`src/rtl/async_fill_ctrl_pkg.sv`:
```
// async_fill_ctrl_pkg: state encoding and shared constants for the fill controller
package async_fill_ctrl_pkg;
  localparam int ST_IDLE = 0;
  localparam int ST_SETUP = 1;
  localparam int ST_ARMED = 2;
  localparam int ST_DRAIN = 3;
  localparam int ST_DONE_WAIT = 4;
  localparam int ST_HOLDOFF = 5;
  localparam logic [5:0] S_IDLE = 6'b000001;
  localparam logic [5:0] S_SETUP = 6'b000010;
  localparam logic [5:0] S_ARMED = 6'b000100;
  localparam logic [5:0] S_DRAIN = 6'b001000;
  localparam logic [5:0] S_DONE_WAIT = 6'b010000;
  localparam logic [5:0] S_HOLDOFF = 6'b100000;
  localparam logic [1:0] FILL_TYPE_NONE = 2'b00;
  localparam int TRIG_CNT_W = 16;
endpackage

```
`src/rtl/async_fill_ctrl_sync_rise_det.sv`:
```
// sync_rise_det: 2-flop synchronizer followed by a rising-edge pulse
module sync_rise_det (
  input  logic clk,
  input  logic rst,
  input  logic d,
  output logic rise
);
  (* ASYNC_REG = "TRUE" *) logic [1:0] sync;
  logic prev;
  always_ff @(posedge clk)
    if (rst) begin
      sync <= '0;
      prev <= 1'b0;
    end else begin
      sync <= {sync[0], d};
      prev <= sync[1];
    end
  assign rise = sync[1] & ~prev;
endmodule

```
`src/rtl/async_fill_ctrl.sv`:
```
// async_fill_ctrl: fill window / trigger initiator that collects channel done pulses
module async_fill_ctrl
  import async_fill_ctrl_pkg::*;
#(
  parameter int N_CHAN = 5,
  parameter int SETUP_CYC = 16,
  parameter int TRIG_WIDTH = 8,
  parameter int MIN_IDLE = 64
) (
  input  logic                  adc_clk,
  input  logic                  reset_clk_adc,
  input  logic                  fill_req,
  input  logic [1:0]            fill_type_req,
  input  logic                  trig_req,
  input  logic                  fill_end_req,
  input  logic [N_CHAN-1:0]     chan_mask,
  input  logic [23:0]           timeout_cyc,
  input  logic [N_CHAN-1:0]     ext_done_in,
  output logic                  ext_enable0,
  output logic                  ext_enable1,
  output logic                  ext_trig,
  output logic                  busy,
  output logic                  trig_drop,
  output logic [TRIG_CNT_W-1:0] trig_count,
  output logic [N_CHAN-1:0]     done_seen,
  output logic                  fill_done,
  output logic                  timeout_err
);
  localparam int GW = $clog2(2 * TRIG_WIDTH);
  logic [5:0] state, nxt;
  logic [23:0] cnt;
  logic [GW-1:0] gen_cnt;
  logic [1:0] ftype;
  logic [N_CHAN-1:0] mask, rise;
  logic pending_end, gen_idle, start, trig_ok, complete, tmo, capture;
  for (genvar i = 0; i < N_CHAN; i++) begin : g_sync
    sync_rise_det u_sync (.clk(adc_clk), .rst(reset_clk_adc), .d(ext_done_in[i]), .rise(rise[i]));
  end
  assign gen_idle = gen_cnt == '0;
  assign start = state[ST_IDLE] & fill_req & (fill_type_req != FILL_TYPE_NONE);
  assign trig_ok = state[ST_ARMED] & trig_req & gen_idle;
  assign complete = &(done_seen | ~mask);
  assign tmo = (timeout_cyc != 24'd0) && (cnt == timeout_cyc - 24'd1);
  assign capture = |(state & (S_SETUP | S_ARMED | S_DRAIN | S_DONE_WAIT));
  always_comb
    nxt = start ? S_SETUP
        : (state[ST_SETUP] && cnt == 24'(SETUP_CYC - 1)) ? S_ARMED
        : (state[ST_ARMED] && (fill_end_req || pending_end)) ? S_DRAIN
        : (state[ST_DRAIN] && gen_idle) ? S_DONE_WAIT
        : (state[ST_DONE_WAIT] && (complete || tmo)) ? S_HOLDOFF
        : (state[ST_HOLDOFF] && cnt == 24'(MIN_IDLE - 1)) ? S_IDLE
        : state;
  // The generator counts pulse plus gap; ext_trig is high for its upper TRIG_WIDTH values.
  always_ff @(posedge adc_clk)
    if (reset_clk_adc) begin
      state <= S_IDLE;
      cnt <= '0;
      gen_cnt <= '0;
      ftype <= '0;
      mask <= '0;
      pending_end <= 1'b0;
      {ext_enable1, ext_enable0} <= '0;
      ext_trig <= 1'b0;
      busy <= 1'b0;
      trig_drop <= 1'b0;
      trig_count <= '0;
      done_seen <= '0;
      fill_done <= 1'b0;
      timeout_err <= 1'b0;
    end else begin
      state <= nxt;
      cnt <= (nxt != state) ? 24'd0 : cnt + 24'd1;
      gen_cnt <= trig_ok ? GW'(2 * TRIG_WIDTH - 1) : gen_idle ? gen_cnt : gen_cnt - GW'(1);
      ftype <= start ? fill_type_req : ftype;
      mask <= start ? chan_mask : mask;
      pending_end <= state[ST_SETUP] & (pending_end | fill_end_req);
      {ext_enable1, ext_enable0} <= start ? fill_type_req
                                  : |(nxt & (S_SETUP | S_ARMED | S_DRAIN)) ? ftype : 2'b00;
      ext_trig <= trig_ok | (gen_cnt > GW'(TRIG_WIDTH));
      busy <= ~nxt[ST_IDLE];
      trig_drop <= trig_req & (state[ST_SETUP] | state[ST_DRAIN] | (state[ST_ARMED] & ~gen_idle));
      trig_count <= start ? '0 : (trig_ok && ~&trig_count) ? trig_count + 1'b1 : trig_count;
      done_seen <= start ? '0 : capture ? done_seen | rise : done_seen;
      fill_done <= state[ST_DONE_WAIT] & complete;
      timeout_err <= state[ST_DONE_WAIT] & ~complete & tmo;
    end
endmodule

```
`config.mk`:
```
export PLATFORM = sky130hd
export DESIGN_NAME = async_fill_ctrl
export DESIGN_NICKNAME = d
export VERILOG_FILES = /design/src/rtl/async_fill_ctrl_pkg.sv /design/src/rtl/async_fill_ctrl_sync_rise_det.sv /design/src/rtl/async_fill_ctrl.sv
export SDC_FILE = /design/constraint.sdc
export NUM_CORES = 1
export LEC_CHECK = 0
export ABC_AREA = 1
export BUFFER_PORTS_ARGS = -buffer_cell sky130_fd_sc_hd__buf_2
export CELL_PAD_IN_SITES_DETAIL_PLACEMENT = 0
export CELL_PAD_IN_SITES_GLOBAL_PLACEMENT = 1
export CORE_MARGIN = 2
export CORE_UTILIZATION = 41
export CTS_CLUSTER_DIAMETER = 120
export CTS_CLUSTER_SIZE = 25
export DETAILED_ROUTE_END_ITERATION = 6
export GPL_ROUTABILITY_DRIVEN = 0
export PLACE_DENSITY = 0.86
export SLEW_MARGIN = 0
export SYNTH_ARGS = -nofsm -noshare
export SYNTH_HDL_FRONTEND = slang
export SYNTH_SLANG_ARGS = --single-unit
```
`constraint.sdc`:
```
create_clock -name adc_clk -period 5.65 [get_ports adc_clk]
set_input_delay 1.13 -clock adc_clk [delete_from_list [all_inputs] [get_ports adc_clk]]
set_output_delay 1.13 -clock adc_clk [all_outputs]
set_load 0.005 [all_outputs]
```
==> flow_summary.ini, run 1 <==
[setup_path]
cp-start-kind = primary input
cp_slowest_stage_delay_ps = 330
worst-setup-path-type = primary input to flop
cp_max_fo = 24
rrSetupSlack_ps = 2900
worst-path-buf-inv = 3
critical_path.cell_chain = buf_2 > inv_2 > ha_1 > nand2_4 > nor2_8 > nand4_1 > nand3_1 > nand2_1 > inv_1 > nand3_1 > nor2_2 > nand2_2 > nand2_2 > nand2_4 > nand2_2 > nand2_2 > nand2_2 > nand2_1 > nand2_1 > nor2_2 > nand2_4 > nor2_1
cp-end-kind = flop
critPathCapture = cnt[5]$_SDFF_PP0_
critPathTopFamily = simple AND/OR/NAND/NOR gates
ff2ff_path_depth = 15
cp_num_cells = 22
crit_required_ps = 5870
cp-startpoint = timeout_cyc[0]
cpMostUsedCell = nand2_2
rr_startpoint = cnt[0]$_SDFF_PP0_
rr_endpoint = cnt[22]$_SDFF_PP0_
crit_arrival_ps = 3600
cpMaxStageDelayCell = nand2_4

[synthesis]
ys_ff_latch = 85
synth_cells = 744
synth_edf_count = 0
yosysWarnings = 0
avgSynthCellArea_sq_um = 6.77
syn_area_sq_um = 5030
synth.net_count = 789
synthTopCellsByArea = dfxtp_1 (34%), nand2_1 (11%), inv_1 (8.2%)
synth_top_area_share_pct = 33.8
synth_cell_types = 44
synthTopCellsByCount = nand2_1 (149), inv_1 (110), nor2_1 (104)
synth_ff_type = dfxtp_1
synthArstFlopShare_pct = 0
yosysTopAreaCell = dfxtp_1
seq_area_frac_synth_pct = 33.8
yosys.cell_count.top_type = nand2_1

[drt]
drc = 0
vias = 4695
drtAntennaViolNets = 0
drtPass1Iterations = 5
drtIter0Drc = 286
wire_per_inst_um = 12.7
wl_um = 12200
avgViaCountPerCell = 4.88

[clock_network]
holdBufCountCts = 0
clk_pin_slew_worst_paths_ps = 60
htree_levels = 3
clockRootBuffer = clkbuf_16
cts_buffer_depth = 2
cts.sinks = 85
postCtsSetupBuffers = 0
clock_latency_ps = 340
ctsResizeCount = 0
numCtsBuffers = 9
cts_tree = yes

[timing]
fmaxAchievable_ghz = 0.296
final-hold-violation-count = 0
slew_headroom_pct = 49.3
grt_setup_unrepaired = false
tns_ps = 0
skew_ps = 2.95
finalMaxSlewViolations = 0
worst_pin_slew_ps = 758
min_period_over_period_pct = 59.9
setup_violations = 0
post-route-min-period_ps = 3380

[global_route]
grt_max_degree = 27
antenna_found_initial = 0
grt_usage_pct = 19.4
grt_pass1_wl_um = 20500
grt_remaining_overflow = 0
grt_pass1_vias = 4472

[layout]
utilization_pct = 48.4
multi_input_area_sq_um = 2840
fillers = 1275
antenna_cells = 0
drive_gt1_share_pct = 19.2
syn_to_final_growth_pct = 15.6
final_cells = 963
regArea_sq_um = 1700
postLayoutCellArea_sq_um = 5820
fin_nets = 856

[floorplan]
die_height_um = 115
start_util_pct = 41.9
core_sq_um = 12000
die_width_um = 115
die-area_sq_um = 13200
fp-row-count = 40
pin_count = 69

[placement]
portBuffers = 68
place_inst = 947
hpwl_um = 9790
place_area_sq_um = 5500

[min_path]
hold_class = flop to flop

[flow_run]
max_cap_viol_count = 0

[power_and_ir_drop]
p_per_area_nw_per_um2 = 255
finalPower_w = 0.00149
p_leak_nw = 2.50
ir_worst_vdd_v = 0.000167

[status]
outcome = completed
-- cells in the final DEF, fill, tap and decap left out, drive strengths merged --
cell type	synthesis	routed
bufinv	0	2
clkinv	1	4
clkbuf	11	9
ha	4	4
o311ai	1	1
buf	2	69
a211oi	1	1
or2	5	5
o21ai	17	17
dfxtp	85	85
a31oi	2	2
nand3b	3	3
nor2	144	144
xnor2	13	13
o21a	1	1
nor4	12	12
nand4	25	25
nor3	20	20
or3	1	1
o41ai	1	1
nor4b	1	1
o21bai	3	3
o221ai	1	1
o22ai	1	1
nor3b	1	1
nand2	163	163
a21oi	31	31
o211ai	1	1
inv	112	114
nand3	47	47
xor2	30	30
and2	4	4
-- cell type report --
| class | count | share of cell area, % |
|---|---|---|
| Sequential cell | 85 | 29.2 |
| Multi-Input combinational cell | 533 | 48.8 |
| Clock inverter | 7 | 1.66 |
| Timing Repair Buffer | 69 | 5.98 |
| Tap cell | 147 | 3.16 |
| Clock buffer | 9 | 3.87 |
| Inverter | 113 | 7.29 |
-- stage by stage --
| step | worst slack, ps | hold WS [ps] |
|---|---|---|
| after floorplan | 2450 | 388 |
| after global placement | 1980 | 390 |
| after detailed placement | 1920 | 396 |
| after CTS | 2280 | 404 |
| after global routing | 1870 | 427 |
| final | 2270 | 401 |
-- kinds of logic (layout without fill, tap and decap cells) --
group,count (synthesis),in the layout,synth area share (%)
AO/OA/AOI/OAI,60,60,6.64
XOR/XNOR,43,43,7.63
adder cells (fa/ha/maj),4,4,0.994
buffers and inverters,126,198,9.77
flip-flops,85,85,33.8
AND/OR/NAND/NOR,426,426,41.2
-- how the worst min path moves through the flow --
stage | from | end | slack [ps] | depth (start not counted)
2_1_floorplan | g_sync[0].u_sync.sync[0]$_SDFF_PP0_ | g_sync[0].u_sync.sync[1]$_SDFF_PP0_ | 390 | 2
3_3_place_gp | g_sync[0].u_sync.sync[0]$_SDFF_PP0_ | g_sync[0].u_sync.sync[1]$_SDFF_PP0_ | 390 | 2
3_5_place_dp | g_sync[0].u_sync.sync[0]$_SDFF_PP0_ | g_sync[0].u_sync.sync[1]$_SDFF_PP0_ | 400 | 2
4_1_cts | g_sync[0].u_sync.sync[0]$_SDFF_PP0_ | g_sync[0].u_sync.sync[1]$_SDFF_PP0_ | 400 | 2
5_1_grt | g_sync[2].u_sync.sync[0]$_SDFF_PP0_ | g_sync[2].u_sync.sync[1]$_SDFF_PP0_ | 430 | 2
6_report | g_sync[0].u_sync.sync[0]$_SDFF_PP0_ | g_sync[0].u_sync.sync[1]$_SDFF_PP0_ | 400 | 2
-- worst register-to-register path, cell delays in order (launching register included) --
cell	delay [ps]
dfxtp_1	400
ha_1	210
nand2_1	60
nor2_1	240
inv_1	120
nor3_1	170
nand3_1	140
nor2_2	240
nor2_1	60
nor2_1	230
a21oi_1	110
nor2_1	100
nand2_1	70
nor2_2	120
nand2_4	250
nor2_2	180
-- power breakdown --
group	internal, W	total (W)	switching (W)
Sequential	0.000626	0.000641	0.0000149
Clock	0.000389	0.000632	0.000243
Combinational	0.0000716	0.000213	0.000141
Total	0.00109	0.00149	0.000399
-- routing by layer --
layer / part of all wire [%] / routed length [um] / track usage [%]
met1: 48 / 5870 / 26.3
met2: 45 / 5500 / 31.0
met3: 4.9 / 599 / 4.43
met4: 1.9 / 235 / 6.18
met5: 0 / 0 / 0
-- state kept, by name (all words and copies together) (netlist names), 2 cells and up --
signal,cells
ftype,2
state,6
gen_cnt,4
mask,5
trig_count,16
g_sync.u_sync.sync,10
done_seen,5
cnt,24
g_sync.u_sync.prev,5
Power figures use the tool's default switching activity.
==> run 2, diff against run 1 <==
- clock period: 5.65 -> 3.15 ns (I/O delays scaled with it)
==> flow_summary.ini, run 2 (synthesis gave the netlist of run 1 again) <==
[status]
outcome = completed

[setup_path]
ff2ff_path_depth = 13
crit_arrival_ps = 3090
rrSetupSlack_ps = 420
rr_startpoint = gen_cnt[0]$_SDFFE_PP0P_
cp_max_fo = 24
rr_endpoint = trig_count[6]$_SDFFE_PP0P_
cp-startpoint = timeout_cyc[0]
crit_required_ps = 3420
worst-setup-path-type = primary input to flop
cp-start-kind = primary input
cp-end-kind = flop

[global_route]
grt_pass1_vias = 4260
grt_remaining_overflow = 0
grt_util_met2_pct = 31.0
grt_usage_pct = 18.9
antenna_found_initial = 0
grt_pass1_wl_um = 19800
gr-usage-met3_pct = 4.32
grt_use_met1_pct = 25.6
grt_max_degree = 27
gr-max-usage-layer = met2

[power_and_ir_drop]
clock_power_share_pct = 42.6
p_sw_share_pct = 27.1
p_per_area_nw_per_um2 = 457
ir_worst_vdd_v = 0.000310
p_leak_nw = 2.52
sequentialPowerShare_pct = 42.8
switching_power_w = 0.000728
p_int_w = 0.00196
power.share.combinational_pct = 14.6

[placement]
hpwl_um = 9870
portBuffers = 68

[layout]
syn_to_final_growth_pct = 16.7
top_regs = cnt: 24 flops, trig_count: 16 flops, g_sync.u_sync.sync: 10 flops
final_common_cell = nand2_1
fin_nets = 861
utilization_pct = 48.9
fillers = 1258
antenna_cells = 0
final_cell_mix = nand2_1 (149), inv_1 (110), nor2_1 (103), dfxtp_1 (85), buf_2 (68)
drive_gt1_share_pct = 20.0
largest_reg_flops = 24
top_register = cnt

[drt]
drtPass1Iterations = 4
wire_per_inst_um = 12.7
drtIter0Drc = 266
avgViaCountPerCell = 4.95
drc = 0
drtAntennaViolNets = 0
vias = 4794
wl_um = 12200

[clock_network]
cts.sinks = 85
cts_buffer_depth = 2
htree_levels = 3
clk_pin_slew_worst_paths_ps = 60
clock_latency_ps = 340
clockRootBuffer = clkbuf_16
cts_tree = yes
numCtsBuffers = 9

[min_path]
hold_class = flop to flop
hp-start = g_sync[0].u_sync.sync[0]$_SDFF_PP0_
hold_end = g_sync[0].u_sync.sync[1]$_SDFF_PP0_
holdPathStages = 2

[timing]
slew_headroom_pct = 64.3
skew_ps = 5.38
grt_setup_unrepaired = false
fmaxAchievable_ghz = 0.355
setup_violations = 0
min_period_over_period_pct = 89.3
worst_pin_slew_ps = 531
tns_ps = 0
finalMaxSlewViolations = 0
post-route-min-period_ps = 2810
final-hold-violation-count = 0

[floorplan]
die_width_um = 115
fp-row-count = 40
die_height_um = 115
pin_count = 69
core_sq_um = 12000
die-area_sq_um = 13200
start_util_pct = 41.9

[flow_run]
max_cap_viol_count = 0
-- run 2: routing by layer --
layer / vias up / part of all wire [%]
li1: 2508 / -
met1: 2170 / 49
met2: 101 / 46
met3: 15 / 4.2
met4: 0 / 1.0
met5: - / 0
-- run 2: worst max-delay path, stage by stage --
cell	delay, ps
buf_2	110
inv_2	80
ha_2	240
nand2_4	130
nor2_8	150
nand2_1	70
nand2_1	50
nand2_1	80
nor2_1	100
nand2_1	60
nor2_1	120
nand2_1	80
nor2_2	100
nand2_2	70
nand2_2	80
nand2_4	90
nand2_2	80
nand2_2	50
nand3_1	60
nand2_1	70
nor2_2	220
nand2_8	200
nor2_2	140
-- run 2: repair_timing --
action / in CTS / in global routing
endpoints found under the setup margin: 0 / 24
endpoints found under the hold margin: 0 / 0
buffers inserted: 0 / 0
gates resized for setup: 0 / 4
hold buffers: 0 / 0
-- run 2: power by group through the flow --
stage	Clock, W	Combinational, W	Sequential (W)
after global routing	0.00122	0.000443	0.00115
after CTS	0.00117	0.000387	0.00115
after global placement	0	0.000367	0.00117
final	0.00115	0.000391	0.00115
after floorplan	0	0.000272	0.00117
after detailed placement	0	0.000385	0.00117
-- run 2: worst max path at each step --
| stage | slack (ps) | cells after the start | end |
|---|---|---|---|
| after floorplan | 450 | 23 | cnt[13]$_SDFF_PP0_ |
| after global placement | -9 | 21 | cnt[5]$_SDFF_PP0_ |
| after detailed placement | -110 | 24 | cnt[5]$_SDFF_PP0_ |
| after CTS | 240 | 23 | cnt[13]$_SDFF_PP0_ |
| after global routing | 40 | 23 | cnt[5]$_SDFF_PP0_ |
| final | 340 | 23 | cnt[13]$_SDFF_PP0_ |
-- run 2: stage by stage --
step / total power (W) / cells / area [sq um] / hold slack [ps] / setup WS [ps]
after floorplan: 0.00144 / 744 / 5030 / 388 / 449
after global placement: 0.00154 / 952 / 5540 / 391 / -9.49
after detailed placement: 0.00156 / 952 / 5540 / 395 / -113
after CTS: 0.00271 / 968 / 5860 / 404 / 240
after global routing: 0.00282 / 968 / 5880 / 418 / 38.5
final: 0.00268 / 968 / 5880 / 401 / 336
-- run 2: cell type report --
cell class / count / area (sq um) / area share, %
repair buffers: 74 / 385 / 6.56
flip-flops and latches: 85 / 1700 / 29.0
well taps: 147 / 184 / 3.13
clock buffers: 9 / 225 / 3.83
clock inverters: 7 / 96.3 / 1.64
multi-input cells: 533 / 2860 / 48.7
inverters: 113 / 424 / 7.22
